===== config.mk =====
export PLATFORM = sky130hd
export DESIGN_NAME = decoder_round_controller
export DESIGN_NICKNAME = d
export VERILOG_FILES = /design/src/rtl/decoder_round_controller_pkg.sv /design/src/rtl/decoder_result_scanner.sv /design/src/rtl/decoder_round_controller.sv
export SDC_FILE = /design/constraint.sdc
export NUM_CORES = 1
export LEC_CHECK = 0
export ABC_AREA = 1
export ABC_CLOCK_PERIOD_IN_PS = 2320
export BUFFER_PORTS_ARGS = -buffer_cell sky130_fd_sc_hd__buf_4
export CORE_MARGIN = 1.5
export CORE_UTILIZATION = 25
export CTS_BUF_LIST = sky130_fd_sc_hd__clkbuf_16
export DETAILED_ROUTE_END_ITERATION = 7
export GPL_ROUTABILITY_DRIVEN = 0
export PLACE_DENSITY_LB_ADDON = 0.25
export SYNTH_ARGS = -nofsm -noshare
export SYNTH_HDL_FRONTEND = slang
export SYNTH_SLANG_ARGS = --single-unit

===== constraint.sdc =====
create_clock -name clk -period 2.32 [get_ports clk]
set_input_delay 0.232 -clock clk [delete_from_list [all_inputs] [get_ports clk]]
set_output_delay 0.232 -clock clk [all_outputs]
set_load 0.005 [all_outputs]

===== src/rtl/decoder_round_controller_pkg.sv =====
// Shared definitions for the decoder round controller.
//   round_state_t      : round sequencing states
//   match_value_width  : width of one packed {y,x} match value
//   cell_index/cell_y/cell_x : row-major cell <-> coordinate conversion
//   max_int            : helper for counter sizing
package decoder_round_controller_pkg;

  typedef enum logic [2:0] {
    IDLE,
    LOAD,
    SETTLE,
    OFFER_START,
    OFFER_WAIT,
    STOP,
    CAPTURE,
    SCAN
  } round_state_t;

  function automatic int match_value_width(input int cord_width);
    return 2 * cord_width;
  endfunction

  function automatic int cell_index(input int y, input int x, input int width);
    return y * width + x;
  endfunction

  function automatic int cell_y(input int idx, input int width);
    return idx / width;
  endfunction

  function automatic int cell_x(input int idx, input int width);
    return idx % width;
  endfunction

  function automatic int max_int(input int a, input int b);
    return (a > b) ? a : b;
  endfunction

endpackage


===== src/rtl/decoder_result_scanner.sv =====
// Snapshot of the grid's defect flags and match values, and the row-major
// scan that turns them into one valid/ready match record per defect.
// Build option: define PAIR_DEDUP_EN to report each mutual in-grid pair
// once, from the lower cell index.
// Ports:
//   clk, reset            clock, asynchronous active-low reset
//   capture               load snapshot from measurement_in/match_value_in
//   scan_active           controller is in SCAN
//   measurement_in        per-cell defect flags from the grid
//   match_value_in        per-cell {y,x} match values
//   result_*              record stream to the downstream consumer
//   scan_done             final record handshaken this cycle
module decoder_result_scanner
  import decoder_round_controller_pkg::*;
#(
  parameter int GRID_HEIGHT       = 2,
  parameter int GRID_WIDTH        = 3,
  parameter int CORDINATE_WIDTH   = 2,
  parameter int MATCH_VALUE_WIDTH = match_value_width(CORDINATE_WIDTH)
) (
  input  logic                                                 clk,
  input  logic                                                 reset,
  input  logic                                                 capture,
  input  logic                                                 scan_active,
  input  logic [GRID_HEIGHT*GRID_WIDTH-1:0]                    measurement_in,
  input  logic [GRID_HEIGHT*GRID_WIDTH*MATCH_VALUE_WIDTH-1:0]  match_value_in,
  output logic                                                 result_valid,
  input  logic                                                 result_ready,
  output logic [CORDINATE_WIDTH-1:0]                           result_y,
  output logic [CORDINATE_WIDTH-1:0]                           result_x,
  output logic [CORDINATE_WIDTH-1:0]                           result_match_y,
  output logic [CORDINATE_WIDTH-1:0]                           result_match_x,
  output logic                                                 result_empty,
  output logic                                                 result_last,
  output logic                                                 scan_done
);

  localparam int N     = GRID_HEIGHT * GRID_WIDTH;
  localparam int CW    = CORDINATE_WIDTH;
  localparam int MVW   = MATCH_VALUE_WIDTH;
  localparam int IDX_W = (N > 1) ? $clog2(N) : 1;

  logic [N-1:0]     snap_flag;
  logic [N*MVW-1:0] snap_match;
  logic [IDX_W-1:0] idx;
  logic [N-1:0]     emit;
  logic             any_emit;
  logic             cur_emit;
  logic             more_after;
  logic [MVW-1:0]   cur_match;

  // NOTE: the snapshot is a handful of flops, so it is reset like any other
  // state; that keeps result_* defined before the first capture.
  always_ff @(posedge clk or negedge reset) begin
    if (!reset) begin
      snap_flag  <= '0;
      snap_match <= '0;
    end else if (capture) begin
      snap_flag  <= measurement_in;
      snap_match <= match_value_in;
    end
  end

`ifdef PAIR_DEDUP_EN
  // Cell i is the upper half of a mutual pair: its in-grid partner j sits
  // below it, is itself a defect, and points straight back at cell i.
  function automatic logic pair_suppressed(input int i,
                                           input logic [N-1:0] flags,
                                           input logic [N*MVW-1:0] matches);
    int my;
    int mx;
    int j;
    logic [MVW-1:0] own;
    my  = int'(matches[i*MVW+CW +: CW]);
    mx  = int'(matches[i*MVW +: CW]);
    own = {CW'(cell_y(i, GRID_WIDTH)), CW'(cell_x(i, GRID_WIDTH))};
    pair_suppressed = 1'b0;
    if (flags[i] && my < GRID_HEIGHT && mx < GRID_WIDTH) begin
      j = cell_index(my, mx, GRID_WIDTH);
      if (j < i && flags[j] && matches[j*MVW +: MVW] == own)
        pair_suppressed = 1'b1;
    end
  endfunction

  always_comb begin
    emit = snap_flag;
    for (int i = 0; i < N; i++)
      if (pair_suppressed(i, snap_flag, snap_match)) emit[i] = 1'b0;
  end
`else
  assign emit = snap_flag;
`endif

  always_comb begin
    any_emit   = |emit;
    cur_emit   = emit[idx];
    cur_match  = snap_match[int'(idx)*MVW +: MVW];
    more_after = 1'b0;
    for (int i = 0; i < N; i++)
      if (i > int'(idx) && emit[i]) more_after = 1'b1;

    result_valid   = 1'b0;
    result_empty   = 1'b0;
    result_last    = 1'b0;
    result_y       = '0;
    result_x       = '0;
    result_match_y = '0;
    result_match_x = '0;
    if (scan_active) begin
      if (!any_emit) begin
        // Nothing to report: a single empty record closes the round.
        result_valid = 1'b1;
        result_empty = 1'b1;
        result_last  = 1'b1;
      end else if (cur_emit) begin
        result_valid   = 1'b1;
        result_last    = !more_after;
        result_y       = CW'(cell_y(int'(idx), GRID_WIDTH));
        result_x       = CW'(cell_x(int'(idx), GRID_WIDTH));
        result_match_y = cur_match[MVW-1 -: CW];
        result_match_x = cur_match[CW-1:0];
      end
    end
    scan_done = result_valid && result_ready && result_last;
  end

  // Skip non-reporting cells one per cycle; stop on a reporting cell until
  // it is accepted. The index never moves past the last reporting cell.
  always_ff @(posedge clk or negedge reset) begin
    if (!reset) begin
      idx <= '0;
    end else if (capture) begin
      idx <= '0;
    end else if (scan_active && any_emit &&
                 (!cur_emit || (result_ready && more_after))) begin
      idx <= idx + IDX_W'(1);
    end
  end

endmodule


===== src/rtl/decoder_round_controller.sv =====
// Initiator side of the single-grid decoder interface. Accepts a syndrome
// frame, loads it into the grid, sequences start/stop offers with
// programmable budgets, snapshots the result and streams match records.
// Build option: PAIR_DEDUP_EN (see decoder_result_scanner).
// Ports:
//   clk, reset                       clock, asynchronous active-low reset
//   syndrome_in/valid/ready          upstream frame handshake (ready in IDLE)
//   measurement_value_out/valid_out  registered frame and its load pulse
//   start_offer, stop_offer          one-cycle grid control pulses
//   measurement_in, match_value_in   grid results (sampled in CAPTURE only)
//   result_*                         downstream record stream
//   busy                             a round is in progress
module decoder_round_controller
  import decoder_round_controller_pkg::*;
#(
  parameter int GRID_HEIGHT       = 2,
  parameter int GRID_WIDTH        = 3,
  parameter int CORDINATE_WIDTH   = 2,
  parameter int MATCH_VALUE_WIDTH = match_value_width(CORDINATE_WIDTH),
  parameter int SETTLE_CYCLES     = 100,
  parameter int OFFER_CYCLES      = 2500
) (
  input  logic                                                 clk,
  input  logic                                                 reset,
  input  logic [GRID_HEIGHT*GRID_WIDTH-1:0]                    syndrome_in,
  input  logic                                                 syndrome_valid,
  output logic                                                 syndrome_ready,
  output logic [GRID_HEIGHT*GRID_WIDTH-1:0]                    measurement_value_out,
  output logic                                                 measurement_valid_out,
  output logic                                                 start_offer,
  output logic                                                 stop_offer,
  input  logic [GRID_HEIGHT*GRID_WIDTH-1:0]                    measurement_in,
  input  logic [GRID_HEIGHT*GRID_WIDTH*MATCH_VALUE_WIDTH-1:0]  match_value_in,
  output logic                                                 result_valid,
  input  logic                                                 result_ready,
  output logic [CORDINATE_WIDTH-1:0]                           result_y,
  output logic [CORDINATE_WIDTH-1:0]                           result_x,
  output logic [CORDINATE_WIDTH-1:0]                           result_match_y,
  output logic [CORDINATE_WIDTH-1:0]                           result_match_x,
  output logic                                                 result_empty,
  output logic                                                 result_last,
  output logic                                                 busy
);

  localparam int CNT_W = $clog2(max_int(SETTLE_CYCLES, OFFER_CYCLES) + 1);

  round_state_t     state_q;
  round_state_t     state_d;
  logic [CNT_W-1:0] cnt_q;
  logic             scan_done;

  // NOTE: state is updated with non-blocking assignments so every flop
  // samples the pre-edge values regardless of process ordering.
  always_ff @(posedge clk or negedge reset) begin
    if (!reset) state_q <= IDLE;
    else        state_q <= state_d;
  end

  // Counter value k in SETTLE/OFFER_WAIT means k cycles have elapsed since
  // the LOAD/OFFER_START pulse, so leaving at budget-1 lands the next pulse
  // exactly one budget after the previous one.
  // NOTE: state_d gets a default before the case so no path leaves it
  // unassigned, which would otherwise infer a latch.
  always_comb begin
    state_d = state_q;
    case (state_q)
      IDLE:        if (syndrome_valid) state_d = LOAD;
      LOAD:        state_d = (SETTLE_CYCLES <= 1) ? OFFER_START : SETTLE;
      SETTLE:      if (cnt_q == CNT_W'(SETTLE_CYCLES - 1)) state_d = OFFER_START;
      OFFER_START: state_d = (OFFER_CYCLES <= 1) ? STOP : OFFER_WAIT;
      OFFER_WAIT:  if (cnt_q == CNT_W'(OFFER_CYCLES - 1)) state_d = STOP;
      STOP:        state_d = CAPTURE;
      CAPTURE:     state_d = SCAN;
      SCAN:        if (scan_done) state_d = IDLE;
      default:     state_d = IDLE;
    endcase
  end

  always_ff @(posedge clk or negedge reset) begin
    if (!reset) begin
      cnt_q <= '0;
    end else begin
      case (state_q)
        LOAD, OFFER_START:  cnt_q <= CNT_W'(1);
        SETTLE, OFFER_WAIT: cnt_q <= cnt_q + CNT_W'(1);
        default:            cnt_q <= '0;
      endcase
    end
  end

  always_ff @(posedge clk or negedge reset) begin
    if (!reset)                                measurement_value_out <= '0;
    else if (state_q == IDLE && syndrome_valid) measurement_value_out <= syndrome_in;
  end

  assign syndrome_ready        = (state_q == IDLE);
  assign busy                  = (state_q != IDLE);
  assign measurement_valid_out = (state_q == LOAD);
  assign start_offer           = (state_q == OFFER_START);
  assign stop_offer            = (state_q == STOP);

  decoder_result_scanner #(
    .GRID_HEIGHT       (GRID_HEIGHT),
    .GRID_WIDTH        (GRID_WIDTH),
    .CORDINATE_WIDTH   (CORDINATE_WIDTH),
    .MATCH_VALUE_WIDTH (MATCH_VALUE_WIDTH)
  ) u_scanner (
    .clk            (clk),
    .reset          (reset),
    .capture        (state_q == CAPTURE),
    .scan_active    (state_q == SCAN),
    .measurement_in (measurement_in),
    .match_value_in (match_value_in),
    .result_valid   (result_valid),
    .result_ready   (result_ready),
    .result_y       (result_y),
    .result_x       (result_x),
    .result_match_y (result_match_y),
    .result_match_x (result_match_x),
    .result_empty   (result_empty),
    .result_last    (result_last),
    .scan_done      (scan_done)
  );

endmodule


== Word level (Yosys, flattened, before mapping) ==
Index checks and enable logic that the tools add are counted.

* ROM bits: 0
* Latch bits: 0
* Bits of input ports: 40
* Memories kept: 0
* Memory bits (writable): 0
* Bits in registers: 54

* Bitwise operators: 0
* Reductions and logical operators: 21
* Equal/unequal tests: 13
* Shifts and indexed selects: 1
* Order comparisons: 6
* $mul: 0
* Multiplexer cells: 35
* Add/sub/neg operators: 2
* Divide/modulo/power cells: 2

{| class="wikitable"
|+ Operators by type and width
! operator !! count
|-
| divider 4 x 3 -> 32 bit (second input constant) || 1
|-
| modulo 4 x 3 -> 32 bit (second input constant) || 1
|-
| 2-to-1 mux 2 bit || 12
|-
| case mux 12 bit (2 select lines) || 1
|-
| case mux 3 bit (8 select lines) || 1
|-
| indexed part select 24 x 6 -> 4 bit || 1
|-
| 2-to-1 mux 3 bit || 6
|-
| 2-to-1 mux 1 bit || 14
|-
| adder 12 x 1 -> 12 bit (second input constant) || 1
|-
| equality test 12 bit (second input constant) || 1
|-
| equality test 12 x 7 -> 1 bit (second input constant) || 1
|-
| equality test 3 bit (second input constant) || 4
|-
| logical AND 1 bit || 11
|-
| != test 2 bit (second input constant) || 4
|-
| equality test 3 x 2 -> 1 bit (second input constant) || 2
|-
| greater-than comparator 2 x 3 -> 1 bit (first input constant) || 2
|-
| greater-than comparator 3 bit (first input constant) || 2
|-
| OR reduction 6 bit || 1
|-
| less-than comparator 3 x 4 -> 1 bit (second input constant) || 1
|-
| AND reduction 4 bit || 1
|-
| OR reduction 2 bit || 2
|-
| adder 3 x 1 -> 3 bit (second input constant) || 1
|-
| binary-select mux 1 bit (select 3 bit) || 1
|-
| equality test 3 x 1 -> 1 bit (second input constant) || 1
|-
| other kinds (6) || 7
|}

== Depth between registers and ports, before layout ==
* Word-level depth: 14
* Depth in mapped cells: 13

== By module ==
A second synthesis with hierarchy kept.

* Cells, all modules: 373
* Area total of the unflattened synthesis: 2965.3 um^2

{| class="wikitable"
|+ Modules (own cells, without submodules)
! module !! cells each !! area an instance (um^2) !! sequential area each (um^2) !! times used
|-
| decoder_result_scanner || 236 || 1808.0 || 825.8 || 1
|-
| decoder_round_controller || 137 || 1157.4 || 525.5 || 1
|}

== Worst setup path before layout ==
OpenSTA, ideal clock, no wires.

* Path type: reg-to-reg
* Start: reg u_scanner.idx[0]
* End: reg state_q[1]
* Stages on the path, launching flop included: 13
* Data required time: 2203 ps
* Setup time: 117 ps
* Data arrival time: 1559 ps
* Clock period less this slack: 1676 ps
* Path slack: 644 ps
* Buffers on the path: 1
* Cell sequence: dfrtp_1 > inv_2 > clkbuf_1 > ha_1 > nand2_1 > nand3_1 > nand2_1 > nor2_2 > nand4_2 > nand2_2 > nand2_1 > nand2_1 > nand2_1

* Longest elaborated chain between the ends: 14
* Elaborated cells between the ends (all ways): 28
* Those cells by class: order compare (5); eq/ne (1); mux (13); reduce/logical (9)

{| class="wikitable"
|+ Ends and longest elaborated chain
! item !! line !! RTL
|-
| start: declaration || decoder_result_scanner.sv:45 || <nowiki>logic [IDX_W-1:0] idx;</nowiki>
|-
| start signal: assignment || decoder_result_scanner.sv:136 || <nowiki>idx <= idx + IDX_W'(1);</nowiki>
|-
| greater-than comparator 1 x 3 -> 1 bit || decoder_result_scanner.sv:100 || <nowiki>if (i > int'(idx) && emit[i]) more_after = 1'b1;</nowiki>
|-
| logical AND 1 bit || decoder_result_scanner.sv:100 ||
|-
| 2-to-1 mux 1 bit (5 in series) || decoder_result_scanner.sv:100 ||
|-
| zero test 1 bit || decoder_result_scanner.sv:117 || <nowiki>result_last = !more_after;</nowiki>
|-
| 2-to-1 mux 1 bit || decoder_result_scanner.sv:115 || <nowiki>end else if (cur_emit) begin</nowiki>
|-
| 2-to-1 mux 1 bit || decoder_result_scanner.sv:110 || <nowiki>if (!any_emit) begin</nowiki>
|-
| 2-to-1 mux 1 bit || decoder_result_scanner.sv:109 || <nowiki>if (scan_active) begin</nowiki>
|-
| logical AND 1 bit (*) || decoder_result_scanner.sv:124 || <nowiki>scan_done = result_valid && result_ready && result_last;</nowiki>
|-
| != test 2 bit (no line) (*) || -- ||
|-
| AND reduction 4 bit (no line) (*) || -- ||
|-
| end signal: assignment || decoder_round_controller.sv:56 || <nowiki>else state_q <= state_d;</nowiki>
|-
| end: declaration || decoder_round_controller.sv:47 || <nowiki>round_state_t state_q;</nowiki>
|}

Mark *: on every way between the ends. The rest lies on a longest branch, timed or not. The select of a mux whose other input is x is not followed.
A chain may end at the register's enable or synchronous reset.

== Worst setup path after layout ==
* Start: reg u_scanner.idx[1]
* End: out result_x[0]

* Longest elaborated chain between the ends: 5
* Elaborated cells between the ends (all ways): 6
* Those cells by class: div (1); mux (5)

{| class="wikitable"
|+ Ends and longest elaborated chain
! item !! line !! RTL
|-
| branches (longest 2 deep; another with modulo 4 x 3 -> 32 bit) || -- ||
|-
| 2-to-1 mux 2 bit (*) || decoder_result_scanner.sv:115 ||
|-
| 2-to-1 mux 2 bit (*) || decoder_result_scanner.sv:110 ||
|-
| 2-to-1 mux 2 bit (*) || decoder_result_scanner.sv:109 ||
|-
| end: declaration || decoder_round_controller.sv:37 || <nowiki>output logic [CORDINATE_WIDTH-1:0] result_x,</nowiki>
|}

Mark *: on every way between the ends. The select of a mux whose other input is x is not followed.

==> qor_table.md <==
| Item | Value | Unit |
| --- | --- | --- |
| Total wire length after detailed routing | 6070 | µm |
| Clock Root Buffer | sky130_fd_sc_hd__clkbuf_16 | - |
| Post-cts hold buffer count | 0 | - |
| Endpoint required time on the critical path | 2090 | ps |
| Number of failing hold endpoints at the final stage | 25 | - |
| Area Growth Syn to Fin | 27.7 | % |
| Starting Density | 0.256 | - |
| Syn nets | 351 | - |
| Classification of the worst setup path | reg -> out | - |
| Number of iterations in the first detailed-routing pass | 4 | - |
| Standby leakage power | 1.67 | nW |
| Clock latency reported for the late side of the worst-skew pair | 290 | ps |
| Cell area after synthesis | 0.00277 | mm² |
| Clock tree from TritonCTS | done | - |
| WHS | -21.8 | ps |
| Maximum number of pins on one net before global-route repair | 55 | - |
| H-Tree Level Count | 2 | - |
| Iter 0 DRT Violations | 104 | - |
| Core region area | 0.0108 | mm² |
| Antenna diodes | 0 | - |
| Number of placement rows | 38 | - |
| Clock sinks | 54 | - |
| Total via count after detailed routing | 2,240 | - |
| Warnings, synthesis | 0 | - |
| Clock Path Buffers | 2 | - |
| CP endpoint kind | output port | - |
| RSZ-0062 raised after global routing | false | - |
| Number of global-route vias before repair | 2,227 | - |
| Result of the run | finished, violations left | - |
| PortBufs | 60 | - |
| Post-synthesis sequential element count | 54 | - |
| Fin nets | 411 | - |
| I/O pin count | 62 | - |
| Post-CTS sizing | 0 | - |
| Share of synthesized area occupied by flip-flops and latches | 0.487 | - |
| Number of setup buffers added after CTS | 0 | - |
| Violations in the final reports | negative hold slack | - |
| Number of clock buffers inserted by TritonCTS | 5 | - |
| Share of post-route cells with drive strength above 1 | 0.326 | - |
| GRT Residual Overflow | 0 | - |
| Count of nets left with antenna violations after detail routing | 0 | - |
| DP Wirelength | 4530 | µm |
| Global-route wire length before repair | 10,500 | µm |
| Die height | 108 | µm |
| Startpoint types | register | - |
| Design Area, Final | 0.00354 | mm² |
| Power Dens Cells | 1140 | mW/mm² |
| Relative slew slack | 0.544 | - |
| Data arrival time of the worst path | 1790 | ps |
| Worst IR drop on VDD | 421 | µV |
| Number of fill cells | 1,149 | - |
| Final slew viol count | 0 | - |
| Wirelength per Cell | 11.9 | µm |
| Setup Viol. Count Final | 0 | - |
| Antenna violations before repair | 0 | - |
| Overall die area | 0.0117 | mm² |
| Max-cap violations | 0 | - |
| Period utilisation layout | 0.872 | - |
| Core occupancy in the finished layout | 0.327 | - |
| Maximum achievable frequency | 494 | MHz |
| Final total negative setup slack | 0 | ps |
| Clock slew seen by the registers of the worst setup and hold paths | 70 | ps |
| Clock skew | 3.83 | ps |
| CP Max Fanout | 8 | - |
| Actual transition at the worst max-transition pin | 684 | ps |
| Post-detailed-route DRC marker count | 0 | - |
| Post-synth cell types | 28 | - |
| Horizontal die dimension | 108 | µm |
| PnR Total Power | 4.05 | mW |
| Post-layout min period | 2020 | ps |
| Number of standard cells after synthesis | 307 | - |
| Hold crit path type | in -> async | - |
| Synthesized area per cell | 9.04 | µm² |
| Global router's overall resource usage | 0.114 | - |
| Cell area reported after detailed placement | 0.00338 | mm² |
| DR vias/cell | 4.41 | - |
[stage by stage]
| stage | worst slack (ps) | hold slack (ps) | instances |
|---|---|---|---|
| after floorplan | 644 | -63.6 | 307 |
| after global placement | 539 | 330 | 500 |
| after detailed placement | 514 | 327 | 500 |
| after CTS | 189 | 16.2 | 508 |
| after global routing | 93.2 | 39.1 | 508 |
| final | 297 | -21.8 | 508 |
[registers in the layout, summed over array words and instances (netlist names)]
register / cells
u_scanner.snap_match: 24
u_scanner.idx: 3
measurement_value_out: 6
u_scanner.emit: 6
cnt_q: 12
state_q: 3
[Yosys cell counts]
library cell               count  share of area
sky130_fd_sc_hd__dfrtp_1      54           0.49
sky130_fd_sc_hd__nor2_1       48          0.065
sky130_fd_sc_hd__nand2_1      47          0.064
sky130_fd_sc_hd__inv_1        26          0.035
sky130_fd_sc_hd__mux2_2       25           0.10
sky130_fd_sc_hd__a21oi_1      18          0.032
sky130_fd_sc_hd__o21ai_0      16          0.029
sky130_fd_sc_hd__nand3_1      14          0.025
sky130_fd_sc_hd__nand2_2       6          0.014
sky130_fd_sc_hd__nor2_2        6          0.014
sky130_fd_sc_hd__o22ai_1       6          0.014
sky130_fd_sc_hd__buf_2         5         0.0090
sky130_fd_sc_hd__mux2_1        5          0.020
sky130_fd_sc_hd__ha_1          4          0.018
sky130_fd_sc_hd__inv_2         4         0.0054
sky130_fd_sc_hd__buf_4         3         0.0081
sky130_fd_sc_hd__nand4_1       3         0.0068
sky130_fd_sc_hd__nand4_2       2         0.0090
sky130_fd_sc_hd__nor3_1        2         0.0036
sky130_fd_sc_hd__nor3_2        2         0.0072
sky130_fd_sc_hd__o31ai_1       2         0.0054
sky130_fd_sc_hd__or2_2         2         0.0045
sky130_fd_sc_hd__xor2_1        2         0.0063
sky130_fd_sc_hd__a31o_2        1         0.0032
sky130_fd_sc_hd__clkbuf_1      1         0.0014
sky130_fd_sc_hd__conb_1        1         0.0014
sky130_fd_sc_hd__nand3_2       1         0.0036
sky130_fd_sc_hd__nor2_8        1         0.0072
[routing by layer]
metal / vias up / wire length [µm] / track usage
met3: 6 / 269 / 0.0199
met4: 0 / 75 / 0.0338
met5: - / 0 / 0
met2: 49 / 2760 / 0.184
li1: 1127 / - / -
met1: 1058 / 2960 / 0.155
[power breakdown]
part | switching [mW] | total, mW | internal, mW
Clock | 0.335 | 0.841 | 0.506
Combinational | 0.859 | 1.65 | 0.790
Sequential | 0.243 | 1.56 | 1.32
Total | 1.44 | 4.05 | 2.61
[cell families after synthesis]
group | share of synthesized area
AND/OR/NAND/NOR | 0.223
flip-flops | 0.487
AO/OA/AOI/OAI | 0.0834
buffers and inverters | 0.0591
multiplexers | 0.122
adder cells (fa/ha/maj) | 0.0180
XOR/XNOR | 0.00632
other | 0.00135
[worst max-delay path, cell delays in order (launching register included)]
cell and delay (ps):
sky130_fd_sc_hd__dfrtp_1 500, sky130_fd_sc_hd__nor2_2 280, sky130_fd_sc_hd__nand3_1 150, sky130_fd_sc_hd__nand3_1 150, sky130_fd_sc_hd__nand2_2 120, sky130_fd_sc_hd__a21oi_1 170
sky130_fd_sc_hd__buf_4 130
[area by class of cell]
type | count | area, µm² | share of cell area
Clock inverter | 3 | 41.3 | 0.0117
Tap cell | 140 | 175 | 0.0494
Multi-Input combinational cell | 214 | 1260 | 0.355
Clock buffer | 5 | 125 | 0.0353
Sequential cell | 54 | 1350 | 0.382
Timing Repair Buffer | 62 | 478 | 0.135
Inverter | 30 | 113 | 0.0318
[path summary, 6_finish.rpt]
check	to	cells past startpoint	slack, ps	startpoint
worst max-delay path	result_x[0]	6	300	u_scanner.idx[1]$_DFFE_PN0P_
worst min-delay path	u_scanner.snap_match[9]$_DFFE_PN0P_	1	-20	reset
worst max register to register	u_scanner.idx[2]$_DFFE_PN0P_	12	660	u_scanner.idx[1]$_DFFE_PN0P_
worst min register to register	u_scanner.snap_match[3]$_DFFE_PN0P_	1	480	u_scanner.snap_match[3]$_DFFE_PN0P_
max in group asynchronous	u_scanner.idx[2]$_DFFE_PN0P_	1	1840	reset
min in group clk	u_scanner.snap_match[2]$_DFFE_PN0P_	2	150	match_value_in[2]
[cell usage in the layout (no fill, tap or decap), types with 2 or more instances in the layout]
master	count
sky130_fd_sc_hd__a21oi_1	18
sky130_fd_sc_hd__buf_4	61
sky130_fd_sc_hd__clkbuf_16	5
sky130_fd_sc_hd__dfrtp_1	53
sky130_fd_sc_hd__ha_1	4
sky130_fd_sc_hd__inv_1	27
sky130_fd_sc_hd__inv_2	4
sky130_fd_sc_hd__mux2_1	5
sky130_fd_sc_hd__mux2_2	25
sky130_fd_sc_hd__nand2_1	47
sky130_fd_sc_hd__nand2_2	6
sky130_fd_sc_hd__nand3_1	14
sky130_fd_sc_hd__nand4_1	3
sky130_fd_sc_hd__nand4_2	2
sky130_fd_sc_hd__nor2_1	48
sky130_fd_sc_hd__nor2_2	6
sky130_fd_sc_hd__nor3_1	2
sky130_fd_sc_hd__nor3_2	2
sky130_fd_sc_hd__o21ai_0	16
sky130_fd_sc_hd__o22ai_1	6
sky130_fd_sc_hd__o31ai_1	2
sky130_fd_sc_hd__or2_2	2
sky130_fd_sc_hd__xor2_1	2
Note: power is estimated with default switching activity, not from simulation.
